===== src/rtl/ram_arb_pkg.sv =====
// ram_arb_pkg: shared constants and types for the two-port RAM arbiter.
//   ADDR_W_DEF / DATA_W_DEF : default RAM address / data widths
//   port_e                  : requester index (PORT0, PORT1)
//   LAST_RST                : reset value of the "last granted" pointer, chosen
//                             so that port 0 wins the first contention
package ram_arb_pkg;
  localparam int ADDR_W_DEF = 6;
  localparam int DATA_W_DEF = 32;

  typedef enum logic {
    PORT0 = 1'b0,
    PORT1 = 1'b1
  } port_e;

  localparam port_e LAST_RST = PORT1;
endpackage


===== src/rtl/rr_arb2.sv =====
// rr_arb2: combinational 2-way picker.
//   req[1:0] : pending requests, bit N = port N
//   last     : port granted most recently (present only with RAM_ARB_RR_EN)
//   gnt[1:0] : one-hot grant (all zero when nothing is pending)
// Build option RAM_ARB_RR_EN: defined -> round-robin on contention,
// undefined -> fixed priority with port 0 always winning contention.
module rr_arb2
  import ram_arb_pkg::*;
(
  input  logic [1:0] req,
`ifdef RAM_ARB_RR_EN
  input  port_e      last,
`endif
  output logic [1:0] gnt
);

  always_comb begin
    gnt = req;
    if (req == 2'b11) begin
`ifdef RAM_ARB_RR_EN
      // Contention: the port that did not win last time goes now.
      gnt = (last == PORT0) ? 2'b10 : 2'b01;
`else
      gnt = 2'b01;
`endif
    end
  end

endmodule


===== src/rtl/ram_arbiter.sv =====
// ram_arbiter: shares one single-port synchronous RAM (1-cycle read latency)
// between two requesters.
//   clk, rst                 : clock, asynchronous active-high reset
//   reqN/weN/addrN/wdataN    : request from port N, held until gntN
//   gntN                     : request accepted this cycle (combinational)
//   rvalidN/rdataN           : read data return, rvalidN is a 1-cycle pulse
//   ram_en/ram_we/ram_addr/ram_wdata/ram_rdata : RAM command and read data
// Build option RAM_ARB_RR_EN: defined -> round-robin arbitration with a
// registered "last granted" pointer; undefined -> fixed priority, port 0 wins.
module ram_arbiter
  import ram_arb_pkg::*;
#(
  parameter int ADDR_W = ADDR_W_DEF,
  parameter int DATA_W = DATA_W_DEF
) (
  input  logic              clk,
  input  logic              rst,
  input  logic              req0,
  input  logic              req1,
  input  logic              we0,
  input  logic              we1,
  input  logic [ADDR_W-1:0] addr0,
  input  logic [ADDR_W-1:0] addr1,
  input  logic [DATA_W-1:0] wdata0,
  input  logic [DATA_W-1:0] wdata1,
  output logic              gnt0,
  output logic              gnt1,
  output logic              rvalid0,
  output logic              rvalid1,
  output logic [DATA_W-1:0] rdata0,
  output logic [DATA_W-1:0] rdata1,
  output logic              ram_en,
  output logic              ram_we,
  output logic [ADDR_W-1:0] ram_addr,
  output logic [DATA_W-1:0] ram_wdata,
  input  logic [DATA_W-1:0] ram_rdata
);

  logic [1:0] pick;
  logic [1:0] gnt;
  logic       rd_pend;
  port_e      rd_port;

`ifdef RAM_ARB_RR_EN
  port_e last;

  rr_arb2 u_arb (
    .req  ({req1, req0}),
    .last (last),
    .gnt  (pick)
  );

  always_ff @(posedge clk or posedge rst) begin
    if (rst)         last <= LAST_RST;
    else if (|gnt)   last <= gnt[1] ? PORT1 : PORT0;
  end
`else
  rr_arb2 u_arb (
    .req  ({req1, req0}),
    .gnt  (pick)
  );
`endif

  // Nothing is granted while reset is held, so no access reaches the RAM.
  assign gnt  = rst ? 2'b00 : pick;
  assign gnt0 = gnt[0];
  assign gnt1 = gnt[1];

  // Command mux; ram_we is qualified so an idle cycle never writes.
  assign ram_en    = |gnt;
  assign ram_we    = gnt[1] ? we1 : (gnt[0] & we0);
  assign ram_addr  = gnt[1] ? addr1  : addr0;
  assign ram_wdata = gnt[1] ? wdata1 : wdata0;

  // Remember which port owns the read in flight; the RAM answers next cycle.
  always_ff @(posedge clk or posedge rst) begin
    if (rst) begin
      rd_pend <= 1'b0;
      rd_port <= PORT0;
    end else begin
      rd_pend <= ram_en & ~ram_we;
      if (ram_en) rd_port <= gnt[1] ? PORT1 : PORT0;
    end
  end

  assign rvalid0 = rd_pend & (rd_port == PORT0);
  assign rvalid1 = rd_pend & (rd_port == PORT1);

  // Data path is shared; rvalidN says whose it is.
  assign rdata0 = ram_rdata;
  assign rdata1 = ram_rdata;

endmodule

===== config.mk =====
export PLATFORM = sky130hd
export DESIGN_NAME = ram_arbiter
export DESIGN_NICKNAME = d
export VERILOG_FILES = /design/src/rtl/ram_arb_pkg.sv /design/src/rtl/rr_arb2.sv /design/src/rtl/ram_arbiter.sv
export SDC_FILE = /design/constraint.sdc
export NUM_CORES = 1
export LEC_CHECK = 0
export CAP_MARGIN = 10
export CORE_AREA = 2 2 87 89
export CTS_BUF_LIST = sky130_fd_sc_hd__clkbuf_4 sky130_fd_sc_hd__clkbuf_8
export DETAILED_ROUTE_END_ITERATION = 8
export DIE_AREA = 0 0 89 91
export PLACE_DENSITY = 0.68
export SLEW_MARGIN = 30
export SYNTH_ARGS = -nofsm -noshare
export SYNTH_HDL_FRONTEND = slang
export SYNTH_SLANG_ARGS = --single-unit

===== constraint.sdc =====
create_clock -name clk -period 2.7 [get_ports clk]
set_clock_uncertainty 0.1 [all_clocks]
set_input_delay 0.405 -clock clk [delete_from_list [all_inputs] [get_ports clk]]
set_output_delay 0.405 -clock clk [all_outputs]
set_load 0.01 [all_outputs]

### After elaboration in Yosys (flattened, before gate mapping)

Index checks and enable logic that the tools add are counted.

| word-level totals | value |
|---|---|
| flip-flop bits (word level) | 2 |
| bits in latches | 0 |
| memory bits (writable) | 0 |
| ROM bits | 0 |
| bits of input ports | 114 |
| output and inout bits | 108 |
| word-level logic and storage cells | 16 |
| memories | 0 |

| cells by class | value |
|---|---|
| add/sub/neg operators | 0 |
| $mul | 0 |
| divide/modulo/power cells | 0 |
| magnitude comparators | 0 |
| eq/ne operators | 1 |
| shifts and indexed selects | 0 |
| mux-type cells | 6 |
| bitwise logic cells | 6 |
| reduce and logical (&&, ||, !) cells | 1 |

Operator list:

| operator | count |
|---|---|
| 2-to-1 mux 32 bit | 1 |
| 2-to-1 mux 6 bit | 1 |
| bitwise AND 1 bit | 4 |
| 2-to-1 mux 2 bit | 2 |
| == test 2 bit, second input constant | 1 |
| 2-to-1 mux 1 bit | 2 |
| NOT 1 bit | 2 |
| OR reduction 2 bit | 1 |

### Longest topological paths before layout

Gate-level depths: netlist of run 1.

| depth | value |
|---|---|
| depth in word-level cells | 7 |
| mapped depth | 4 |
| gate-level depth less buffers | 2 |

### By module

A second synthesis of run 1 with hierarchy kept.

| unflattened totals | value |
|---|---|
| cells, all modules | 125 |
| area, all modules | 1272.5 sq um |

By module, submodules not included:

| module | times used | cells each | area each (sq um) | seq. area each (sq um) |
|---|---|---|---|---|
| ram_arbiter | 1 | 123 | 1262.5 | 50.0 |
| rr_arb2 | 1 | 2 | 10.0 | 0.0 |

### Worst setup path before layout of run 1

Ideal clock, no wire load.

| path | value |
|---|---|
| path kind | input to output |
| start point | in req0 |
| end point | out ram_wdata[22] |
| arrival | 1.245 ns |
| required time | 2.195 ns |
| path slack | 0.950 ns |
| stages | 4 |
| buffers on the path | 2 |
| cells stage by stage | nor3b_4 > buf_6 > buf_12 > mux2_4 |

| between the ends | value |
|---|---|
| cells in the longest elaborated chain, start to end | 4 |

Ends and longest elaborated chain:

| item | RTL line | RTL |
|---|---|---|
| from (decl) | ram_arbiter.sv:18 | `input logic req0,` |
| == test 2 bit | rr_arb2.sv:19 | `if (req == 2'b11) begin` |
| 2-to-1 mux 2 bit | rr_arb2.sv:19 |  |
| 2-to-1 mux 2 bit | ram_arbiter.sv:65 | `assign gnt = rst ? 2'b00 : pick;` |
| via gnt1 | ram_arbiter.sv:27 | `output logic gnt1,` |
| 2-to-1 mux 32 bit | ram_arbiter.sv:73 | `assign ram_wdata = gnt[1] ? wdata1 : wdata0;` |
| to (decl) | ram_arbiter.sv:35 | `output logic [DATA_W-1:0] ram_wdata,` |

The timed path passes the listed nets, and every way through them passes these cells.

### Worst setup path after layout of run 1

| path | value |
|---|---|
| start point | in req0 |
| end point | out ram_wdata[7] |

| between the ends | value |
|---|---|
| cells in the longest elaborated chain, start to end | 4 |

Ends and longest elaborated chain:

| item | RTL line |
|---|---|
| == test 2 bit | rr_arb2.sv:19 |
| 2-to-1 mux 2 bit | rr_arb2.sv:19 |
| 2-to-1 mux 2 bit | ram_arbiter.sv:65 |
| 2-to-1 mux 32 bit | ram_arbiter.sv:73 |

Every way passes these cells.

==> results.tsv, run 1 <==
stage	metric	value	unit
routing	DR WL/cell	15.1	um
sta	max_slew headroom	0.808	
power	Max VDD drop	154	uV
routing	drc violations	0	
yosys	largest area contributor in the netlist	buf_4	
critical_path	Worst EP arrival	2.06	ns
sta	setup TNS	0	ns
cells_and_area	ratio of cells with drive above 1 in the final layout	0.254	
cells_and_area	final instance area	2040	um^2
critical_path	Worst Path Required	2.19	ns
clock_tree	H-tree Lvls	1	
clock_tree	CTS tree	done	
floorplan	I/O Pins	222	
job	Max Cap Viol	0	
place	Placed Instances	285	
yosys	Synth Warn #	0	
sta	fin crit share	0.949	
routing	drt pass-1 iters	6	
global_route	initial antenna violation count	0	
power	leakage	0.828	nW
critical_path	CP max-delay cell	clkdlybuf4s50_1	
cells_and_area	nets	305	
floorplan	core area	7140	um^2
status	outcome	finished clean	
global_route	Tot GR Track Use	0.103	
clock_tree	later-pin clock latency in the skew report	0.21	ns
critical_path	Crit. End Element	output pin	
yosys	syn_nets	238	
global_route	GR Overflow Total	0	
global_route	number of global-route vias before repair	1118	
floorplan	width of the die	89	um
yosys	synth top area cells	buf_4 (44%), mux2_2 (29%), mux2_4 (12%)	
cells_and_area	fin cells	288	
yosys	sequential area share after synthesis	0.0440	
yosys	top cell type's share of synthesized area	0.435	
floorplan	Die Y	91	um
cells_and_area	area grow syn2layout	79.5	%
routing	initial drt markers	8	
clock_tree	CTS root buffer	clkbuf_8	
cells_and_area	n_diodes	0	
clock_tree	Reg clk slew, reported paths	0.03	ns
global_route	first-pass GRT wire length	6290	um
critical_path	crit-path cells	clkdlybuf4s50_1 -> nor3b_4 -> buf_12 -> mux2_2 -> dlygate4sd2_1	
yosys	Mapped Area	1140	um^2
power	Tot Pwr	440	uW
critical_path	crit path launch type	input port	
sta	worst-margin pin slew	0.287	ns
routing	vias post-DR	1043	
sta	Max Freq	390	MHz
routing	routed wire length	4340	um
place	Detailed Place HPWL	3790	um
place	pre-CTS WS	-0.0757	ns
place	GPL Wtd Cong	0.751	
clock_tree	CTS Buffer Depth	2	
yosys	Post-Syn Instances	124	
place	Post-Place Cell Area	2050	um^2
place	count of input and output buffers	125	
sta	Slew Limit Fails	0	
global_route	largest net degree at the start of global routing	24	
sta	Tmin final	2.56	ns
routing	Antenna Nets Post-Route	0	
critical_path	Crit Path Class	input port to output pin	
routing	DR vias/cell	3.62	
sta	Final Hold Viols	0	
critical_path	worst-path maximum fanout	23	
power	pwr/cell area	215	nW/um^2
yosys	post-synthesis register bit count	2	
floorplan	initial core utilization	0.160	
yosys	Synth cell types	16	
clock_tree	Num CTS Buffers	3	
critical_path	CP peak stage delay	0.46	ns
floorplan	FP Rows	31	
clock_tree	Setup Fix Bufs, Post-CTS	0	
clock_tree	clock sinks	2	
cells_and_area	fin util	0.286	
sta	hold_ws	0.429	ns
sta	RSZ-0062 raised after global routing	no	
critical_path	Crit path max-delay family	buffers and inverters	
sta	Final setup viols	0	
hold_path	Min-Delay Path Class	flip-flop to flip-flop	
critical_path	Critical path buffers and inverters	3	
yosys	syn avg cell area	9.18	um^2
floorplan	total die area	8100	um^2
sta	Final WS setup	0.137	ns
-- state kept, by name, indices dropped and copies added, names as in the netlist --
register  flops
rd_pend       1
rd_port       1
-- routing by layer --
layer | track usage | share of wire | up-vias
met2 | 0.157 | 0.44 | 94
li1 | - | - | 477
met4 | 0.0609 | 0.054 | 0
met1 | 0.111 | 0.34 | 445
met3 | 0.0536 | 0.17 | 27
met5 | 0 | 0 | -
-- placed cells by master, fill, tap and decap left out, types with 2 or more instances in the layout --
cell / synthesis / layout
a21oi_1: 3 / 3
buf_12: 1 / 2
buf_4: 66 / 3
clkbuf_8: 0 / 3
clkdlybuf4s50_1: 0 / 87
dfrtp_1: 2 / 2
dlygate4sd2_1: 0 / 38
inv_1: 2 / 2
mux2_2: 29 / 29
mux2_4: 9 / 9
nand2b_1: 2 / 2
nor2_1: 2 / 2
nor2b_1: 2 / 2
-- cells in the mapped netlist --
cell	n
a21oi_1	3
inv_1	2
mux2_2	29
nand2b_1	2
nor2b_1	2
mux2_4	9
nand3b_1	1
buf_4	66
nor2_1	2
dfrtp_1	2
nand2_1	1
and2_1	1
nor3b_4	1
buf_12	1
or3b_2	1
buf_6	1
-- final cells by class --
type                    instances  area, um^2
clock buffers                   3        41.3
fillers                       788        5090
inverters                       2        7.51
multi-input cells              52         554
flip-flops and latches          2        50.0
well taps                      99         124
repair buffers                130        1270
-- cells by family (layout without fill, tap and decap cells) --
family                 Yosys count  after routing  share of synthesized area
DFF                              2              2                     0.0440
muxes                           38             38                      0.405
and+or+nand+nor                 11             11                     0.0681
buffers and inverters           70            135                      0.469
AOI/OAI and AO/OA                3              3                     0.0132
-- worst register-to-register path: cells and delay by family (launching register included) --
kind | cells | cell delay (ns)
AO/OA/AOI/OAI | 1 | 0.05
buffers and inverters | 1 | 0.06
flip-flops | 1 | 0.38
-- report_power, final --
part	switching (mW)	internal [mW]	total, mW
combinational	0.0884	0.200	0.288
sequential	0.00147	0.0328	0.0343
clock	0.0233	0.0943	0.118
total	0.113	0.327	0.440
-- what timing repair did --
item                                    CTS  global route
hold buffers                              0             0
resized for setup                        38             0
endpoints found under the setup margin   38             0
-- worst paths after layout --
path,startpoint,slack [ns],cells past startpoint,to
setup / recovery,req0,0.14,5,ram_wdata[7]
setup reg to reg,rd_port,2.00,2,rd_port
hold reg to reg,rd_port,0.43,2,rd_port
max in group asynchronous,rst,1.90,3,rd_pend
hold / removal,rd_port,0.43,2,rd_port
min in group asynchronous,rst,0.49,3,rd_port
(Power assumes the default switching activity.)
==> run 2: changes to the inputs <==
--- a/config.mk
+++ b/config.mk
@@ -7,9 +7,11 @@
 export LEC_CHECK = 0
 export CAP_MARGIN = 10
-export CORE_AREA = 2 2 87 89
+export CELL_PAD_IN_SITES_DETAIL_PLACEMENT = 1
+export CELL_PAD_IN_SITES_GLOBAL_PLACEMENT = 1
+export CORE_MARGIN = 2
+export CORE_UTILIZATION = 12
 export CTS_BUF_LIST = sky130_fd_sc_hd__clkbuf_4 sky130_fd_sc_hd__clkbuf_8
 export DETAILED_ROUTE_END_ITERATION = 8
-export DIE_AREA = 0 0 89 91
-export PLACE_DENSITY = 0.68
+export PLACE_DENSITY_LB_ADDON = 0.1
 export SLEW_MARGIN = 30
 export SYNTH_ARGS = -nofsm -noshare
==> constraint.sdc (replaced) <==
create_clock -name clk -period 2.7 [get_ports clk]
set_clock_uncertainty 0.1 [all_clocks]
set_input_delay 0.405 -clock clk [delete_from_list [all_inputs] [get_ports clk]]
set_output_delay 0.405 -clock clk [all_outputs]
set_load 0.1 [all_outputs]
==> results.tsv, run 2 (synthesis gave the netlist of run 1 again) <==
stage	metric	value	unit
critical_path	worst-path maximum fanout	10	
routing	DR WL/cell	15.8	um
clock_tree	clock sinks	2	
floorplan	Die Y	101	um
global_route	met3 track demand over resource	0.0656	
global_route	global route hottest layer	met2	
critical_path	Crit Path Class	input port to output pin	
global_route	met1 usage	0.0808	
routing	drt pass-1 iters	2	
power	Tot Pwr	904	uW
critical_path	Critical path buffers and inverters	3	
sta	worst-margin pin slew	0.301	ns
critical_path	Crit. End Element	output pin	
cells_and_area	most common cell after layout, fill and taps aside	clkdlybuf4s50_1	
global_route	largest net degree at the start of global routing	21	
cells_and_area	nets	306	
global_route	GR Overflow Total	0	
cells_and_area	fillers	1029	
cells_and_area	area grow syn2layout	123	%
global_route	Tot GR Track Use	0.0967	
routing	Antenna Nets Post-Route	0	
routing	routed wire length	5040	um
routing	vias post-DR	1090	
job	Max Cap Viol	0	
critical_path	Crit path max-delay family	buffers and inverters	
global_route	initial antenna violation count	0	
floorplan	FP Rows	35	
floorplan	total die area	10300	um^2
routing	initial drt markers	2	
sta	fin crit share	0.921	
power	Max VDD drop	173	uV
clock_tree	H-tree Lvls	1	
clock_tree	later-pin clock latency in the skew report	0.20	ns
global_route	grt met2 use	0.176	
sta	max_slew headroom	0.801	
sta	hold_ws	0.433	ns
sta	Slew Limit Fails	0	
power	leakage	1.01	nW
critical_path	crit-path cells	clkdlybuf4s50_1 -> nor3b_4 -> buf_4 -> mux2_2 -> buf_12	
sta	RSZ-0062 raised after global routing	no	
cells_and_area	most frequent cells in the layout	clkdlybuf4s50_1 (81), buf_12 (43), mux2_2 (29), mux2_4 (9), buf_4 (7)	
floorplan	width of the die	101	um
place	Detailed Place HPWL	4700	um
clock_tree	CTS tree	done	
clock_tree	Setup Fix Bufs, Post-CTS	0	
clock_tree	# resized after CTS	0	
critical_path	Worst Path Required	2.19	ns
critical_path	CP max-delay cell	clkdlybuf4s50_1	
place	GPL Wtd Cong	0.776	
sta	Final setup viols	0	
routing	drc violations	0	
clock_tree	CTS root buffer	clkbuf_8	
global_route	first-pass GRT wire length	7410	um
cells_and_area	multi-input logic area	554	um^2
cells_and_area	FF+latch area	50.0	um^2
floorplan	initial core utilization	0.123	
clock_tree	CTS Buffer Depth	2	
clock_tree	hold_buf cts	0	
routing	DR vias/cell	3.42	
cells_and_area	fin util	0.275	
global_route	number of global-route vias before repair	1346	
status	outcome	finished clean	
cells_and_area	Largest regs	rd_pend (1), rd_port (1)	
place	count of input and output buffers	125	
sta	Tmin final	2.49	ns
sta	Max Freq	402	MHz
sta	Final Hold Viols	0	
clock_tree	Num CTS Buffers	3	
power	pwr/cell area	356	nW/um^2
cells_and_area	n_diodes	0	
critical_path	Worst EP arrival	1.98	ns
floorplan	I/O Pins	222	
hold_path	Min-Delay Path Class	flip-flop to flip-flop	
clock_tree	Reg clk slew, reported paths	0.03	ns
sta	setup TNS	0	ns
floorplan	core area	9240	um^2
critical_path	crit path launch type	input port	
cells_and_area	ratio of cells with drive above 1 in the final layout	0.489	
critical_path	CP peak stage delay	0.49	ns
## run 2: cell types whose count changed in the layout (fill, tap and decap cells not counted)
| cell | delta |
|---|---|
| buf_12 | +41 |
| buf_4 | +4 |
| clkdlybuf4s50_1 | -6 |
| dlygate4sd2_1 | -38 |
## run 2: metal layers
layer | share of wire | vias up
met1 | 0.29 | 487
li1 | - | 478
met2 | 0.52 | 105
met5 | 0 | -
met3 | 0.16 | 20
met4 | 0.027 | 0
## run 2: final timing paths
kind | from | endpoint | slack, ns | cells past startpoint
min reg2reg | rd_port | rd_port | 0.43 | 2
max | req1 | ram_wdata[1] | 0.21 | 5
max reg2reg | rd_port | rd_port | 1.99 | 2
min in group asynchronous | rst | rd_pend | 0.51 | 3
max in group asynchronous | rst | rd_port | 1.88 | 3
min | rd_port | rd_port | 0.43 | 2
## run 2: area by class of cell
class,instances,area share
Tap cell,129,0.0636
Clock buffer,3,0.0163
Multi-Input combinational cell,52,0.218
Inverter,2,0.00296
Timing Repair Buffer,131,0.679
Sequential cell,2,0.0197
## run 2: through the flow
| step | setup slack, ns | cell area [um^2] | cells |
|---|---|---|---|
| final | 0.212 | 2540 | 319 |
| after global routing | 0.141 | 2540 | 319 |
| after CTS | 0.194 | 2540 | 319 |
| after detailed placement | 0.194 | 2500 | 316 |
| after global placement | 0.216 | 2500 | 316 |
| after floorplan | 0.162 | 1140 | 124 |
## run 2: report_power, final
part | internal, mW | switching (mW)
clock | 0.0940 | 0.0202
combinational | 0.324 | 0.432
sequential | 0.0328 | 0.00144
total | 0.451 | 0.453
## run 2: worst reg2reg max path: cells and delay by family (launching register included)
family / cells / cell delay (ns)
compound gates: 1 / 0.05
buf+inv: 1 / 0.06
flops: 1 / 0.37
